===== src/rtl/muldiv_sequencer_pkg.sv =====
`default_nettype none
// ============================================================================
// Module : muldiv_sequencer_pkg
// Brief  : Op codes, FSM state encoding and helpers for the HI/LO mul/div unit
// Rev    : 1.0  initial release
// ============================================================================
package muldiv_sequencer_pkg;

    localparam logic [2:0] MD_MULT  = 3'b000;
    localparam logic [2:0] MD_MULTU = 3'b001;
    localparam logic [2:0] MD_DIV   = 3'b010;
    localparam logic [2:0] MD_DIVU  = 3'b011;
    localparam logic [2:0] MD_MTHI  = 3'b100;
    localparam logic [2:0] MD_MTLO  = 3'b101;

    typedef enum logic [2:0] {
        S_IDLE = 3'd0,
        S_PREP = 3'd1,
        S_RUN  = 3'd2,
        S_FIX  = 3'd3,
        S_DONE = 3'd4
    } state_t;

    // Multi-cycle ops occupy the lower half of the op space.
    function automatic logic is_iterative(input logic [2:0] op);
        return (op[2] == 1'b0);
    endfunction

endpackage
`default_nettype wire


===== src/rtl/muldiv_step.sv =====
`default_nettype none
// ============================================================================
// Module : muldiv_step
// Brief  : One radix-2 iteration: shift-add multiply or restoring divide
// Rev    : 1.0  initial release
// ============================================================================
module muldiv_step #(
    parameter int WIDTH = 32
) (
    input  logic             is_div,
    input  logic [WIDTH-1:0] acc,
    input  logic [WIDTH-1:0] aux,
    input  logic [WIDTH-1:0] operand,
    output logic [WIDTH-1:0] acc_nxt,
    output logic [WIDTH-1:0] aux_nxt
);

    logic [WIDTH:0] w_add;
    logic [WIDTH:0] w_rem_sh;
    logic [WIDTH:0] w_diff;

    always_comb begin
        w_add    = aux[0] ? ({1'b0, acc} + {1'b0, operand}) : {1'b0, acc};
        w_rem_sh = {acc, aux[WIDTH-1]};
        w_diff   = w_rem_sh - {1'b0, operand};
        acc_nxt  = '0;
        aux_nxt  = '0;
        if (is_div) begin
            // Bit WIDTH of the difference is the borrow of the trial subtract.
            if (!w_diff[WIDTH]) begin
                acc_nxt = w_diff[WIDTH-1:0];
                aux_nxt = {aux[WIDTH-2:0], 1'b1};
            end else begin
                acc_nxt = w_rem_sh[WIDTH-1:0];
                aux_nxt = {aux[WIDTH-2:0], 1'b0};
            end
        end else begin
            acc_nxt = w_add[WIDTH:1];
            aux_nxt = {w_add[0], aux[WIDTH-1:1]};
        end
    end

endmodule
`default_nettype wire


===== src/rtl/muldiv_sequencer.sv =====
`default_nettype none
// ============================================================================
// Module : muldiv_sequencer
// Brief  : Multi-cycle MULT/MULTU/DIV/DIVU sequencer owning architectural HI/LO
// Rev    : 1.0  initial release
// ============================================================================
module muldiv_sequencer
    import muldiv_sequencer_pkg::*;
#(
    parameter int WIDTH = 32,
    parameter int CNT_W = $clog2(WIDTH) + 1
) (
    input  logic             clk,
    input  logic             rst,
    input  logic             start,
    input  logic [2:0]       md_op,
    input  logic [WIDTH-1:0] operand1,
    input  logic [WIDTH-1:0] operand2,
    input  logic             hilo_rd,
    output logic             ready,
    output logic             busy,
    output logic             stall,
    output logic             done,
    output logic             div_by_zero,
    output logic [WIDTH-1:0] hi,
    output logic [WIDTH-1:0] lo
);

    state_t             r_state;
    logic [CNT_W-1:0]   r_count;
    logic               r_is_div;
    logic               r_signed;
    logic               r_neg_q;
    logic               r_neg_r;
    logic [WIDTH-1:0]   r_op1;
    logic [WIDTH-1:0]   r_op2;
    logic [WIDTH-1:0]   r_opnd;
    logic [WIDTH-1:0]   r_acc;
    logic [WIDTH-1:0]   r_aux;
    logic [WIDTH-1:0]   r_hi;
    logic [WIDTH-1:0]   r_lo;
    logic               r_done;
    logic               r_dbz;

    logic [WIDTH-1:0]   w_abs1;
    logic [WIDTH-1:0]   w_abs2;
    logic [WIDTH-1:0]   w_acc_nxt;
    logic [WIDTH-1:0]   w_aux_nxt;
    logic [2*WIDTH-1:0] w_prod;
    logic [WIDTH-1:0]   w_hi_fix;
    logic [WIDTH-1:0]   w_lo_fix;
    logic               w_dbz;

    muldiv_step #(.WIDTH(WIDTH)) u_step (
        .is_div  (r_is_div),
        .acc     (r_acc),
        .aux     (r_aux),
        .operand (r_opnd),
        .acc_nxt (w_acc_nxt),
        .aux_nxt (w_aux_nxt)
    );

    always_comb begin
        w_abs1   = (r_signed && r_op1[WIDTH-1]) ? -r_op1 : r_op1;
        w_abs2   = (r_signed && r_op2[WIDTH-1]) ? -r_op2 : r_op2;
        w_prod   = r_neg_q ? -{r_acc, r_aux} : {r_acc, r_aux};
        w_dbz    = r_is_div && (r_op2 == '0);
        w_hi_fix = w_prod[2*WIDTH-1:WIDTH];
        w_lo_fix = w_prod[WIDTH-1:0];
        // Divide by zero still runs full length, then reports the raw dividend.
        if (w_dbz) begin
            w_hi_fix = r_op1;
            w_lo_fix = '1;
        end else if (r_is_div) begin
            w_hi_fix = r_neg_r ? -r_acc : r_acc;
            w_lo_fix = r_neg_q ? -r_aux : r_aux;
        end
    end

    always_ff @(posedge clk) begin
        if (rst) begin
            r_state  <= S_IDLE;
            r_count  <= '0;
            r_is_div <= 1'b0;
            r_signed <= 1'b0;
            r_neg_q  <= 1'b0;
            r_neg_r  <= 1'b0;
            r_op1    <= '0;
            r_op2    <= '0;
            r_opnd   <= '0;
            r_acc    <= '0;
            r_aux    <= '0;
            r_hi     <= '0;
            r_lo     <= '0;
            r_done   <= 1'b0;
            r_dbz    <= 1'b0;
        end else begin
            r_done <= 1'b0;
            r_dbz  <= 1'b0;
            case (r_state)
                S_IDLE: begin
                    if (start) begin
                        if (md_op == MD_MTHI) begin
                            r_hi <= operand1;
                        end else if (md_op == MD_MTLO) begin
                            r_lo <= operand1;
                        end else if (is_iterative(md_op)) begin
                            r_is_div <= md_op[1];
                            r_signed <= ~md_op[0];
                            r_op1    <= operand1;
                            r_op2    <= operand2;
                            r_state  <= S_PREP;
                        end
                    end
                end
                S_PREP: begin
                    r_neg_q <= r_signed & (r_op1[WIDTH-1] ^ r_op2[WIDTH-1]);
                    r_neg_r <= r_signed & r_op1[WIDTH-1];
                    r_opnd  <= w_abs2;
                    r_aux   <= w_abs1;
                    r_acc   <= '0;
                    r_count <= '0;
                    r_state <= S_RUN;
                end
                S_RUN: begin
                    r_acc   <= w_acc_nxt;
                    r_aux   <= w_aux_nxt;
                    r_count <= r_count + 1'b1;
                    if (r_count == CNT_W'(WIDTH - 1)) begin
                        r_state <= S_FIX;
                    end
                end
                S_FIX: begin
                    r_hi    <= w_hi_fix;
                    r_lo    <= w_lo_fix;
                    r_done  <= 1'b1;
                    r_dbz   <= w_dbz;
                    r_state <= S_DONE;
                end
                S_DONE: begin
                    r_state <= S_IDLE;
                end
                default: begin
                    r_state <= S_IDLE;
                end
            endcase
        end
    end

    assign ready       = (r_state == S_IDLE);
    assign busy        = (r_state != S_IDLE);
    assign stall       = busy & (hilo_rd | start);
    assign done        = r_done;
    assign div_by_zero = r_dbz;
    assign hi          = r_hi;
    assign lo          = r_lo;

endmodule
`default_nettype wire

===== config.mk =====
export PLATFORM = sky130hd
export DESIGN_NAME = muldiv_sequencer
export DESIGN_NICKNAME = d
export VERILOG_FILES = /design/src/rtl/muldiv_sequencer_pkg.sv /design/src/rtl/muldiv_step.sv /design/src/rtl/muldiv_sequencer.sv
export SDC_FILE = /design/constraint.sdc
export NUM_CORES = 1
export LEC_CHECK = 0
export ABC_AREA = 1
export BUFFER_PORTS_ARGS = -buffer_cell sky130_fd_sc_hd__buf_4
export CORE_ASPECT_RATIO = 2
export CORE_UTILIZATION = 30
export DETAILED_ROUTE_END_ITERATION = 12
export PLACE_DENSITY_LB_ADDON = 0.3
export SLEW_MARGIN = 25
export SYNTH_ARGS = -nofsm -noshare
export SYNTH_HDL_FRONTEND = slang
export SYNTH_HIERARCHICAL = 1
export SYNTH_SLANG_ARGS = --single-unit

===== constraint.sdc =====
create_clock -name clk -period 2.9 [get_ports clk]
set_input_delay 0.58 -clock clk [delete_from_list [all_inputs] [get_ports clk]]
set_output_delay 0.58 -clock clk [all_outputs]
set_load 0.01 [all_outputs]

==> run_results.csv, run 1 <==
group,metric,value,unit
outcome,status,"finished clean",
logic_synthesis,synthTopCellsByCount,"1001 x nand2_1, 392 x inv_1, 375 x a21oi_1",
clocking,ctsHtreeMaxLevel,1,
logic_synthesis,synth_seq_area_share,0.244,
logic_synthesis,yosys-top-cells-area,"dfxtp_1 24%, nand2_1 19%, a21oi_1 9.6%",
floorplan,die_width,183,um
placement,dp.cells,4404,
setup_path,cpMostUsedCell,"nand2_2",
route,first_pass_iters,6,
setup_path,worstPathMaxFanout,12,
sta,relSlewSlack,0.450,
global_route,globalRouteTotalUtil,0.302,
placement,dp_hpwl,79400,um
clocking,cts.root.buffer_cell,"clkbuf_16",
power,finalPower,11.8,mW
finish,utilization,0.360,
setup_path,critPathTopFamily,"simple AND/OR/NAND/NOR gates",
clocking,cts_tree,"built",
power,power_density,506,nW/um^2
global_route,grt_overflow,0,
sta,hold_viol_final,0,
power,irDropWorstVdd,0.471,mV
logic_synthesis,ys_warn_count,6,
setup_path,regToRegSetupSlack,0.15,ns
placement,place_congestion,1.07,
placement,placed_area,22300,um^2
logic_synthesis,yosys_register_bits,239,
finish,multiInputGateArea,12700,um^2
finish,syn_to_final_growth,18.9,%
logic_synthesis,synth_top_flop_cell,"dfxtp_1",
logic_synthesis,ys_types,52,
clocking,clk_path_buf_depth,3,
logic_synthesis,synth_area_leader_cell,"dfxtp_1",
sta,tightest_slew,0.816,ns
sta,fin_crit,2.75,ns
worst_hold_path,hold_class,"in -> reg",
sta,holdWs,0.262,ns
finish,layout.nets,3706,
clocking,cts.hold.buffers_added,0,
logic_synthesis,syn_area,19600,um^2
floorplan,core-area,64700,um^2
sta,drv_slew,0,
finish,fin_area,23300,um^2
floorplan,die-area,66500,um^2
flow_run,max_cap_viol_count,0,
setup_path,required,3.36,ns
setup_path,slowest_delay,0.41,ns
setup_path,crit_buf_inv,2,
logic_synthesis,syn_inst,3407,
floorplan,ioPinCount,140,
route,viasPerCell,5.31,
sta,setup_viol,0,
global_route,antenna_found_initial,3,
route,drc,0,
route,vias,23700,
floorplan,rows,132,
setup_path,worstSetupPathType,"reg -> reg",
clocking,clock_sinks,239,
finish,layoutNonFillerInstCount,4460,
placement,io_buffers,139,
finish,register_area,4810,um^2
route,wl,101000,um
placement,place_worst_setup_slack,-0.347,ns
logic_synthesis,synth_edf_count,0,
setup_path,crit_path_end_kind,"flop",
clocking,clk_latency,0.60,ns
route,drtAntennaViolNets,0,
setup_path,crit_path_start_kind,"flop",
logic_synthesis,avgSynthCellArea,5.76,um^2
sta,post-route-period-util,0.947,
setup_path,crit_slowest_cell,"a31oi_4",
floorplan,die_y,364,um
global_route,grt_start_max_net_pins,77,
logic_synthesis,yosysTopAreaCellShare,0.244,
route,drt-initial-drc-count,1841,
setup_path,cp.arrival,3.21,ns
finish,fillCellCount,7457,
sta,clock.fmax,0.364,GHz
power,power.leakage,11.4,nW
floorplan,start_util,0.303,
route,avgRoutedWirePerCell,22.7,um
clocking,path_clk_slew,0.07,ns
finish,drive_gt1_frac,0.113,
clocking,cts_buffers,27,
sta,fin_ws,0.154,ns
logic_synthesis,synth-async-reset-ratio,0,
logic_synthesis,syn_nets,3549,
global_route,grt_pass1_wl,147000,um
sta,fin_skew,0.0293,ns
setup_path,crit_chain,"inv_1 -> ha_1 -> fa_2 -> inv_1 -> nand2_1 -> nand2_2 -> nand3_1 -> nand2_2 -> nand2_1 -> nand2_2 -> nand2_2 -> nand2_2 -> nand2_2 -> nand2_8 -> nand2_4 -> nand2_1 -> nand2_1 -> a31oi_4",
sta,fin_setup_tns,0,ns
logic_synthesis,yosysMostFrequentCell,"nand2_1",
global_route,grt_pass1_vias,23200,
[registers in the layout, summed over array words and instances, names as in the netlist]
name         count
r_op1           32
div_by_zero      1
r_signed         1
done             1
hi              32
r_neg_r          1
r_neg_q          1
r_is_div         1
lo              32
r_op2           32
r_count          6
r_state          3
r_opnd          32
r_aux           32
r_acc           32
[cells by family (layout without fill, tap and decap cells)]
group           count (synthesis)  count (layout)  share of synthesized area
compound gates                776             776                      0.209
xor+xnor                       79              79                     0.0353
fa+ha+maj                      71              71                     0.0460
buf+inv                       553             730                      0.111
flops                         239             239                      0.244
other cells                     0               5                          0
simple gates                 1689            1689                      0.355
[report_power, final]
group	internal, mW	switching (mW)
logic	1.33	2.91
clock network	2.17	1.66
registers	3.49	0.251
[layout make-up]
type                       instances  share of cell area
multi-input combinational       2615               0.546
antenna                            5            0.000536
sequential                       239               0.206
clock buffer                      37              0.0336
clock inverter                    12             0.00702
inverter                         411              0.0662
timing repair buffer             270              0.0938
tap                              871              0.0467
[path summary, 6_finish.rpt]
path              depth (start not counted)         end   startpoint
hold / removal                            3    r_op2[8]  operand2[8]
setup / recovery                         18    r_aux[0]    r_aux[31]
hold reg to reg                           1  r_count[0]   r_count[0]
setup reg to reg                         18    r_aux[0]    r_aux[31]
[worst reg2reg max path: stages, from the launching register on]
cell	delay (ns)
dfxtp_2	0.33
inv_1	0.06
ha_1	0.23
fa_2	0.36
inv_1	0.06
nand2_1	0.05
nand2_2	0.09
nand3_1	0.08
nand2_2	0.13
nand2_1	0.08
nand2_2	0.09
nand2_2	0.08
nand2_2	0.08
nand2_2	0.08
nand2_8	0.12
nand2_4	0.09
nand2_1	0.10
nand2_1	0.08
a31oi_4	0.41
[what timing repair did]
item | 4_1_cts | 5_1_grt
setup endpoints to repair | 1 | 35
pin swaps | 1 | 2
setup buffers | 0 | 2
resized for setup | 2 | 27
[layer usage]
layer / vias up / wire length [um] / global-route usage
li1: 11300 / - / -
met4: 0 / 11900 / 0.299
met3: 406 / 5100 / 0.0338
met2: 982 / 51700 / 0.563
met1: 11000 / 32700 / 0.280
met5: - / 0 / 0
[cells in the final DEF, fill, tap and decap left out, types with 4 or more instances in the layout]
cell and instances:
a31oi_1 6, clkbuf_8 7, xor2_1 48, a21oi_2 4, nand2_2 8, o21ai_0 311, o21ai_1 13, nand2_1 997
nor4_1 4, o211ai_1 14, inv_1 391, a211oi_1 4, inv_2 17, nand4_1 29, dfxtp_1 223, o21bai_1 12
diode_2 5, nor2_2 9, buf_4 257, o221ai_1 18, dfxtp_2 15, nand3_1 206, nor3_1 19, nand3b_1 15
clkbuf_16 27, nor2_1 363, a21oi_1 374, buf_12 13, ha_1 69, xnor2_1 31, clkinv_2 4, or2_2 7
and2_1 7, nand3_2 9
Note: power is estimated with default switching activity, not from simulation.
==> run 2: changes to the inputs <==
--- a/config.mk
+++ b/config.mk
@@ -7,8 +7,7 @@
 export LEC_CHECK = 0
 export ABC_AREA = 1
 export BUFFER_PORTS_ARGS = -buffer_cell sky130_fd_sc_hd__buf_4
-export CORE_ASPECT_RATIO = 2
-export CORE_UTILIZATION = 30
+export CORE_UTILIZATION = 40
 export DETAILED_ROUTE_END_ITERATION = 12
 export PLACE_DENSITY_LB_ADDON = 0.3
 export SLEW_MARGIN = 25
==> constraint.sdc (replaced) <==
create_clock -name clk -period 2.75 [get_ports clk]
set_input_delay 0.55 -clock clk [delete_from_list [all_inputs] [get_ports clk]]
set_output_delay 0.55 -clock clk [all_outputs]
set_load 0.01 [all_outputs]
==> run 2 against run 1 <==
Effect of this change: via count decreased by 3.2%; cell count decreased by 5.9%; maximum frequency increased by 4.1%; power increased by 1.5%; clock skew increased by 0.011 ns; flip-flop and latch count unchanged; combinational power decreased by 3%; worst hold slack got worse by 0.015 ns; largest cell class unchanged; largest power group unchanged.
==> run_results.csv, run 2 (synthesis results as in run 1) <==
group,metric,value,unit
outcome,status,"finished clean",
clocking,ctsHtreeMaxLevel,1,
route,wl,79500,um
clocking,clk_path_buf_depth,3,
sta,clock.fmax,0.379,GHz
sta,fin_setup_tns,0,ns
finish,final_common_cell,"nand2_1",
sta,tightest_slew,1.10,ns
floorplan,ioPinCount,140,
power,power.leakage,11.4,nW
finish,diodes,0,
clocking,cts_tree,"built",
sta,setup_viol,0,
setup_path,crit_path_start_kind,"flop",
power,finalPower,12.0,mW
floorplan,core-area,48000,um^2
global_route,grt_pass1_wl,120000,um
global_route,grt.busiest_layer,"met1",
placement,dp_hpwl,61600,um
power,power_density,522,nW/um^2
route,drc,0,
route,vias,22900,
route,first_pass_iters,6,
setup_path,cp.arrival,3.03,ns
floorplan,die_y,223,um
setup_path,crit_path_end_kind,"flop",
floorplan,die_width,223,um
floorplan,start_util,0.408,
placement,placed_area,21800,um^2
route,avgRoutedWirePerCell,19.0,um
global_route,antenna_found_initial,2,
sta,drv_slew,0,
setup_path,worstPathMaxFanout,4,
clocking,cts.hold.buffers_added,0,
sta,fin_crit,2.64,ns
worst_hold_path,hp-start,"operand2[11]",
power,irDropWorstVdd,0.543,mV
global_route,grt_start_max_net_pins,83,
floorplan,die-area,49900,um^2
global_route,globalRouteTotalUtil,0.309,
global_route,grt_pass1_vias,20000,
finish,layout_common_cells,"998 x nand2_1, 391 x inv_1, 371 x a21oi_1",
global_route,grt_overflow,0,
finish,drive_gt1_frac,0.110,
route,drtAntennaViolNets,0,
floorplan,rows,80,
placement,place_congestion,0.996,
clocking,clk_latency,0.59,ns
route,drt-initial-drc-count,3164,
sta,post-route-period-util,0.960,
route,viasPerCell,5.47,
clocking,path_clk_slew,0.06,ns
setup_path,worstReg2RegStart,"r_opnd[0]",
finish,fin_area,23000,um^2
sta,relSlewSlack,0.266,
sta,hold_viol_final,0,
placement,io_buffers,139,
setup_path,required,3.15,ns
global_route,grt_use_met3,0.0655,
clocking,cts.root.buffer_cell,"clkbuf_16",
worst_hold_path,hold_class,"in -> reg",
sta,holdWs,0.247,ns
finish,syn_to_final_growth,17.0,%
flow_run,max_cap_viol_count,0,
finish,layout.nets,3704,
global_route,use_met2,0.417,
global_route,grtUsageMet1,0.483,
setup_path,worstSetupPathType,"reg -> reg",
clocking,clock_sinks,239,
clocking,cts_buffers,27,
setup_path,worstSetupStartpoint,"r_opnd[0]",
sta,rsz0062_at_grt,"false",
finish,fillCellCount,5149,
sta,fin_skew,0.0402,ns
==> run 2: cell types whose count changed in the layout (fill, tap and decap cells not counted), moves of 2 or more <==
cell	delta
clkbuf_1	+2
dfxtp_1	+8
diode_2	-5
clkbuf_16	+2
nand2_2	-3
a21oi_2	+2
dfxtp_2	-8
nor2_1	-2
buf_12	-5
inv_6	+2
inv_4	-2
nand2_4	+3
a21oi_1	-3
nor2_2	+2
==> run 2: final cells by class <==
cell class / instances / area (um^2) / area share
Tap cell: 615 / 769 / 0.0335
Inverter: 411 / 1540 / 0.0673
Clock inverter: 9 / 156 / 0.00681
Clock buffer: 38 / 777 / 0.0338
Sequential cell: 239 / 4800 / 0.209
Timing Repair Buffer: 267 / 2140 / 0.0932
Multi-Input combinational cell: 2616 / 12800 / 0.556
==> run 2: through the flow <==
step | util | setup WS (ns) | cells
after floorplan | - | 0.469 | 3407
after global placement | 0.454 | 0.139 | 4139
after detailed placement | 0.454 | 0.0714 | 4139
after CTS | 0.474 | 0.0459 | 4186
after global routing | 0.478 | 0.000878 | 4195
final | 0.478 | 0.111 | 4195
==> run 2: metal layers <==
layer	wire (um)	share of wire
met3	9140	0.11
met1	37800	0.48
met2	30600	0.39
met5	13	0.00016
met4	1930	0.024
==> run 2: final timing paths <==
check	to	slack, ns	cells past startpoint
worst max-delay path	r_acc[27]	0.11	17
worst max register to register	r_acc[27]	0.11	17
worst min-delay path	r_op2[11]	0.25	3
worst min register to register	r_count[5]	0.48	1
==> run 2: repair_timing <==
action | CTS | global route
setup endpoints to repair | 0 | 33
setup buffers | 0 | 6
gates resized for setup | 0 | 27
==> run 2: power by group <==
| part | internal [mW] | total, mW | switching (mW) |
|---|---|---|---|
| Clock | 2.34 | 3.94 | 1.61 |
| Sequential | 3.68 | 3.94 | 0.265 |
| Combinational | 1.36 | 4.10 | 2.73 |
==> run 2: worst max-delay path, stage by stage (launching register included) <==
cell     delay [ns]
dfxtp_1        0.32
buf_4          0.15
ha_1           0.20
fa_1           0.42
nand3_1        0.11
nand2_1        0.11
nand2_1        0.09
nand2_1        0.12
nand2_1        0.09
nand2_1        0.11
nand2_1        0.14
nand2_1        0.06
nand2_1        0.06
nand3_1        0.13
nand2_1        0.15
nand2_1        0.06
nand2_1        0.06
a21oi_1        0.07
